--- src/rtl/instr_fetch_unit.sv ---
// Instruction fetch stage: issues one imem read at a time, buffers {pc, instr, fault} toward decode, drives pc_next.
// Optional macro IFU_PERF_CNT_EN adds perf_fetched / perf_stall counters.
module instr_fetch_unit #(
    parameter int          FIFO_DEPTH = 2,
    parameter int unsigned PC_STEP    = 4
) (
    input  logic        clk,
    input  logic        reset,
    input  logic [63:0] pc_curr,
    output logic [63:0] pc_next,
    input  logic        redirect_valid,
    input  logic [63:0] redirect_pc,
    output logic        imem_req_valid,
    input  logic        imem_req_ready,
    output logic [63:0] imem_req_addr,
    input  logic        imem_rsp_valid,
    input  logic [31:0] imem_rsp_data,
    input  logic        imem_rsp_err,
    output logic        if_valid,
    input  logic        if_ready,
    output logic [31:0] if_instr,
    output logic [63:0] if_pc,
    output logic        if_fault,
    output logic [1:0]  dbg_state,
    output logic        dbg_rsp_unexpected
`ifdef IFU_PERF_CNT_EN
    ,
    output logic [63:0] perf_fetched,
    output logic [63:0] perf_stall
`endif
);
    localparam int AW = $clog2(FIFO_DEPTH);
    localparam int CW = AW + 1;

    typedef enum logic [1:0] {
        S_IDLE  = 2'd0,
        S_WAIT  = 2'd1,
        S_DRAIN = 2'd2,
        S_HALT  = 2'd3
    } state_t;

    state_t        state, state_nxt;
    logic [63:0]   req_pc;
    logic [63:0]   fifo_pc    [FIFO_DEPTH];
    logic [31:0]   fifo_instr [FIFO_DEPTH];
    logic          fifo_fault [FIFO_DEPTH];
    logic [AW-1:0] wr_ptr, rd_ptr;
    logic [CW-1:0] count;

    logic        has_space, aligned, req_fire, rsp_keep, mis_push, push, pop;
    logic [63:0] push_pc;
    logic [31:0] push_instr;
    logic        push_fault;

    // Handshakes: a transfer happens on a cycle where valid & ready are both high at the rising edge;
    // valid never depends combinationally on the same channel's ready, and the response channel has no ready.
    assign has_space = count < CW'(FIFO_DEPTH);
    assign aligned   = (pc_curr[1:0] == 2'b00);
    assign req_fire  = imem_req_valid & imem_req_ready;
    assign rsp_keep  = (state == S_WAIT) & imem_rsp_valid & ~redirect_valid;
    assign mis_push  = (state == S_IDLE) & ~redirect_valid & ~aligned & has_space;
    assign push      = rsp_keep | mis_push;
    assign pop       = if_valid & if_ready;

    assign push_pc    = rsp_keep ? req_pc : pc_curr;
    assign push_instr = rsp_keep ? imem_rsp_data : 32'h0;
    assign push_fault = rsp_keep ? imem_rsp_err : 1'b1;

    always_ff @(posedge clk or posedge reset) begin
        if (reset) begin
            state  <= S_IDLE;
            req_pc <= '0;
        end else begin
            state <= state_nxt;
            if (req_fire) req_pc <= pc_curr;
        end
    end

    // A redirect always wins; a response that coincides with it is dropped.
    always_comb begin
        state_nxt = state;
        if (redirect_valid) begin
            case (state)
                S_WAIT, S_DRAIN: state_nxt = imem_rsp_valid ? S_IDLE : S_DRAIN;
                default:         state_nxt = S_IDLE;
            endcase
        end else begin
            case (state)
                S_IDLE: begin
                    if (req_fire)      state_nxt = S_WAIT;
                    else if (mis_push) state_nxt = S_HALT;
                end
                S_WAIT:  if (imem_rsp_valid) state_nxt = imem_rsp_err ? S_HALT : S_IDLE;
                S_DRAIN: if (imem_rsp_valid) state_nxt = S_IDLE;
                default: state_nxt = state;
            endcase
        end
    end

    always_comb begin
        imem_req_valid     = ~reset & (state == S_IDLE) & ~redirect_valid & aligned & has_space;
        imem_req_addr      = pc_curr;
        dbg_state          = state;
        dbg_rsp_unexpected = imem_rsp_valid & ((state == S_IDLE) | (state == S_HALT));
        if (reset)               pc_next = pc_curr;
        else if (redirect_valid) pc_next = redirect_pc;
        else if (req_fire)       pc_next = pc_curr + 64'(PC_STEP);
        else                     pc_next = pc_curr;
    end

    always_ff @(posedge clk or posedge reset) begin
        if (reset) begin
            count  <= '0;
            wr_ptr <= '0;
            rd_ptr <= '0;
        end else if (redirect_valid) begin
            count  <= '0;
            wr_ptr <= '0;
            rd_ptr <= '0;
        end else begin
            if (push) wr_ptr <= wr_ptr + AW'(1);
            if (pop)  rd_ptr <= rd_ptr + AW'(1);
            count <= count + CW'(push) - CW'(pop);
        end
    end

    always_ff @(posedge clk) begin
        if (push) begin
            fifo_pc[wr_ptr]    <= push_pc;
            fifo_instr[wr_ptr] <= push_instr;
            fifo_fault[wr_ptr] <= push_fault;
        end
    end

    // Head fields are forced to zero while empty so decode never sees stale storage.
    assign if_valid = (count != '0);
    assign if_instr = if_valid ? fifo_instr[rd_ptr] : 32'h0;
    assign if_pc    = if_valid ? fifo_pc[rd_ptr]    : 64'h0;
    assign if_fault = if_valid ? fifo_fault[rd_ptr] : 1'b0;

`ifdef IFU_PERF_CNT_EN
    logic stall_cycle;
    assign stall_cycle = (state == S_IDLE) & ~redirect_valid &
                         (~has_space | (aligned & ~imem_req_ready));

    always_ff @(posedge clk or posedge reset) begin
        if (reset) begin
            perf_fetched <= '0;
            perf_stall   <= '0;
        end else begin
            if (push & ~push_fault) perf_fetched <= perf_fetched + 64'd1;
            if (stall_cycle)        perf_stall   <= perf_stall + 64'd1;
        end
    end
`endif
endmodule

--- config.mk ---
export PLATFORM = sky130hd
export DESIGN_NAME = instr_fetch_unit
export DESIGN_NICKNAME = d
export VERILOG_FILES = /design/src/rtl/instr_fetch_unit.sv
export SDC_FILE = /design/constraint.sdc
export NUM_CORES = 1
export LEC_CHECK = 0
export CAP_MARGIN = 15
export CORE_ASPECT_RATIO = 0.9
export CORE_UTILIZATION = 30
export DETAILED_ROUTE_END_ITERATION = 10
export GPL_TIMING_DRIVEN = 0
export MAX_ROUTING_LAYER = met4
export PLACE_DENSITY = 0.66
export SLEW_MARGIN = 5
export SYNTH_ARGS = -nofsm -noshare
export SYNTH_HDL_FRONTEND = slang
export SYNTH_SLANG_ARGS = --single-unit
--- constraint.sdc ---
create_clock -name clk -period 7 [get_ports clk]
set_input_delay 1.4 -clock clk [delete_from_list [all_inputs] [get_ports clk]]
set_output_delay 1.4 -clock clk [all_outputs]
set_load 0.05 [all_outputs]
==> flow_summary.toml <==
[critical_path]
startpoint = "pc_curr[4]"
r2r_start = "dbg_state[0]$_DFFE_PP0P_"
cp_cell_sequence = "clkdlybuf4s50_1 -> nand3_1 -> clkbuf_1 -> nor4_4 -> clkbuf_1 -> nand4_1 -> mux2i_1 -> a21oi_1 -> clkdlybuf4s50_1"
reg2reg_setup_slack_ns = 3.76
cp.arrival_ns = 5.60
worst-setup-path-type = "input port to output port"
slowest_delay_ns = 0.88
worst_setup_path_end_kind = "output port"
crit_buf_inv = 4
cpMaxStageDelayCell = "clkdlybuf4s50_1"
startpoint_type = "input port"
worstPathMaxFanout = 10
required_ns = 5.60
timing.critical_path.max_delay_family = "buffers and inverters"

[finish]
syn_to_final_growth_pct = 40.6
nets = 2079
drive_gt1_frac = 0.0751
fillers = 4442
multi_input_area_um2 = 5750
seq_area_um2 = 7580

[detailed_routing]
via_per_inst = 5.26
detailroute.via_count = 13400
wirelength_um = 58200
drt_pass1_iterations = 6
drc_errors = 0
drtIter0Drc = 1690
routedWlPerCell_um = 22.8
ant_nets = 0

[clock_tree]
clock_latency_ns = 0.58
clk_pin_slew_ns = 0.06
cts_hold_buf = 0
htreeDepth = 1
cts_buffer_depth = 3
cts_made_buffers = 30
cts_root_buffer = "clkbuf_16"
cts_tree = "yes"
cts.sinks = 264

[synthesis]
synth_edf_count = 194
ys_warn_count = 0
syn-cell-area_um2 = 14300
syn_nets = 1662
avgSynthCellArea_um2 = 9.60
yosysSeqAreaShare = 0.530
async_flop_share = 0.265
synthCells = 1490
synth_seq_cells = 264
synth_cell_types = 67
synth-main-ff-cell = "edfxtp_1"

[floorplanning]
io_pins = 397
die_h_um = 209
rows = 75
dieArea_um2 = 48500
start_util = 0.305
fp.coreArea_um2 = 46800
die_width_um = 232

[sta]
worst_slew_pin_slew_ns = 1.18
tns_ns = 0
rsz0062_at_grt = "false"
setup_viol = 0
finClkSkew_ns = 0.0203
drv_slew = 0
max_slew_margin = 0.213
period_share = 1.00
whs_ns = 0.480
post-route-min-period_ns = 7.00
hold_viol = 0
fmax_ghz = 0.143

[hold_path]
min_from = "req_pc[50]$_DFFE_PP0N_"
worstHoldPathType = "flip-flop to flip-flop"

[global_routing]
overflow = 0
grt_max_degree = 45
grt_pass1_wl_um = 83600
grt_pass1_vias = 13100
antenna_found_initial = 0
track_usage = 0.240

[power]
p_int_uw = 4060
p_leak_uw = 0.00750
p_per_area_nw_per_um2 = 344
ir_drop_uv = 196
seqPwrFrac = 0.313
swShare = 0.414
clockPowerShare = 0.241
p_comb_frac = 0.447
netSwitchingPower_uw = 2860

[job]
cap_violations = 0

[placement]
gp_congestion = 0.904
port_buffers = 375
post-dp-hpwl_um = 43600

[run_status]
outcome = "complete, no violations"
==> path summary, 6_finish.rpt <==
kind	end	cells past startpoint
worst max-delay path	pc_next[47]	9
worst min-delay path	req_pc[50]$_DFFE_PP0N_	2
worst max register to register	req_pc[17]$_DFFE_PP0N_	10
worst min register to register	req_pc[50]$_DFFE_PP0N_	2
max in group asynchronous	req_pc[0]$_DFFE_PP0N_	6
min in group asynchronous	req_pc[23]$_DFFE_PP0N_	5
==> worst min-delay path, stage by stage, from the launching register on <==
cell and delay (ns):
dfrtp_1 0.34, nand2_1 0.05, nand2_1 0.05
==> cells in the final DEF, fill, tap and decap left out, types with 23 or more instances in the layout <==
cell               n
edfxtp_1         194
clkdlybuf4s50_1  374
inv_1             23
o21ai_0           45
nand4_1           33
nor3_1            24
mux2i_1          104
and2_1            38
clkbuf_16         30
buf_4             67
nand3_1           53
nand2_1          368
nor2_1           140
a21oi_1           23
clkbuf_1          90
dfrtp_1           70
==> Yosys cell counts (3+ instances only) <==
cell type  instances  area (um^2)
nor3_1            24          120
or4_1             16          120
dfrtp_1           70         1750
a32oi_1            4         35.0
clkbuf_1          87          327
buf_4             65          488
edfxtp_1         194         5830
a311oi_1           3         26.3
nor3b_1            4         30.0
buf_1             18         67.6
o2bb2a_1           5         50.1
a21oi_1           23          115
a22oi_1           19          143
nor4_1            15         93.8
o22ai_1           13         81.3
nand2b_1           3         18.8
inv_1             23         86.3
or3_1              5         31.3
xnor2_1            3         26.3
a2bb2oi_1         12          105
o22a_1            16          140
nand2_1          368         1380
o211ai_1          13         97.6
ha_1               5         62.6
mux2_2             3         33.8
mux2i_1          104         1040
a31oi_1            3         18.8
and3_1            12         75.1
and2_1            39          244
nor2b_1            5         31.3
nand3_1           53          265
o21a_1             4         30.0
o21ai_0           45          225
nor2_1           141          529
nand4_1           33          206
==> kinds of logic (layout without fill, tap and decap cells) <==
group           count (synthesis)  in the layout  share of synthesized area
simple gates                  733            733                      0.231
other cells                     0              1                          0
xor+xnor                        4              4                    0.00245
flops                         264            264                      0.530
compound gates                180            180                     0.0874
buf+inv                       197            638                     0.0695
fa+ha+maj                       5              5                    0.00438
mux                           107            107                     0.0752
==> registers in the layout (all words and copies together), names as in the netlist <==
register    flops
fifo_fault      2
count           2
dbg_state       2
fifo_instr     64
wr_ptr          1
req_pc         64
fifo_pc       128
rd_ptr          1
==> metal layers <==
| layer | up-vias | global-route usage | wire length (um) |
|---|---|---|---|
| met3 | 100 | 0.0409 | 5120 |
| met2 | 796 | 0.383 | 27200 |
| met1 | 6450 | 0.315 | 24500 |
| li1 | 6050 | - | - |
| met5 | - | - | 0 |
| met4 | 0 | 0.0601 | 1400 |
==> layout make-up <==
class,instances,share of cell area
Antenna cell,1,0.000124
Buffer,173,0.0451
Clock buffer,34,0.0381
Clock inverter,22,0.0142
Inverter,24,0.00448
Multi-Input combinational cell,1029,0.286
Sequential cell,264,0.377
Tap cell,616,0.0383
Timing Repair Buffer,385,0.197
==> metrics by stage <==
| stage | setup slack, ns | area, um^2 | power (uW) | util | cells |
|---|---|---|---|---|---|
| CTS | 0.0519 | 20100 | 6980 | 0.429 | 2545 |
| finish | 0.00233 | 20100 | 6920 | 0.429 | 2548 |
| floorplan | 0.122 | 14300 | 4140 | - | 1490 |
| global route | 0.0212 | 20100 | 7220 | 0.429 | 2547 |
| global placement | -2.26 | 18800 | 5230 | 0.402 | 2481 |
| detailed placement | -0.0989 | 19000 | 5300 | 0.406 | 2489 |
==> power by group through the flow <==
stage	Sequential, uW	Clock, uW	Combinational [uW]
floorplan	2200	0	1940
global placement	2210	0	3020
detailed placement	2190	0	3110
CTS	2160	1700	3120
global route	2190	1770	3260
finish	2170	1670	3090
==> timing repair <==
item                                   CTS  global route
buffers inserted                         0             2
endpoints found under the hold margin    0             0
pin swaps                                0             1
resized for setup                        2             1
setup endpoints to repair                3             6
No activity file was read; power rests on OpenSTA's default activity.
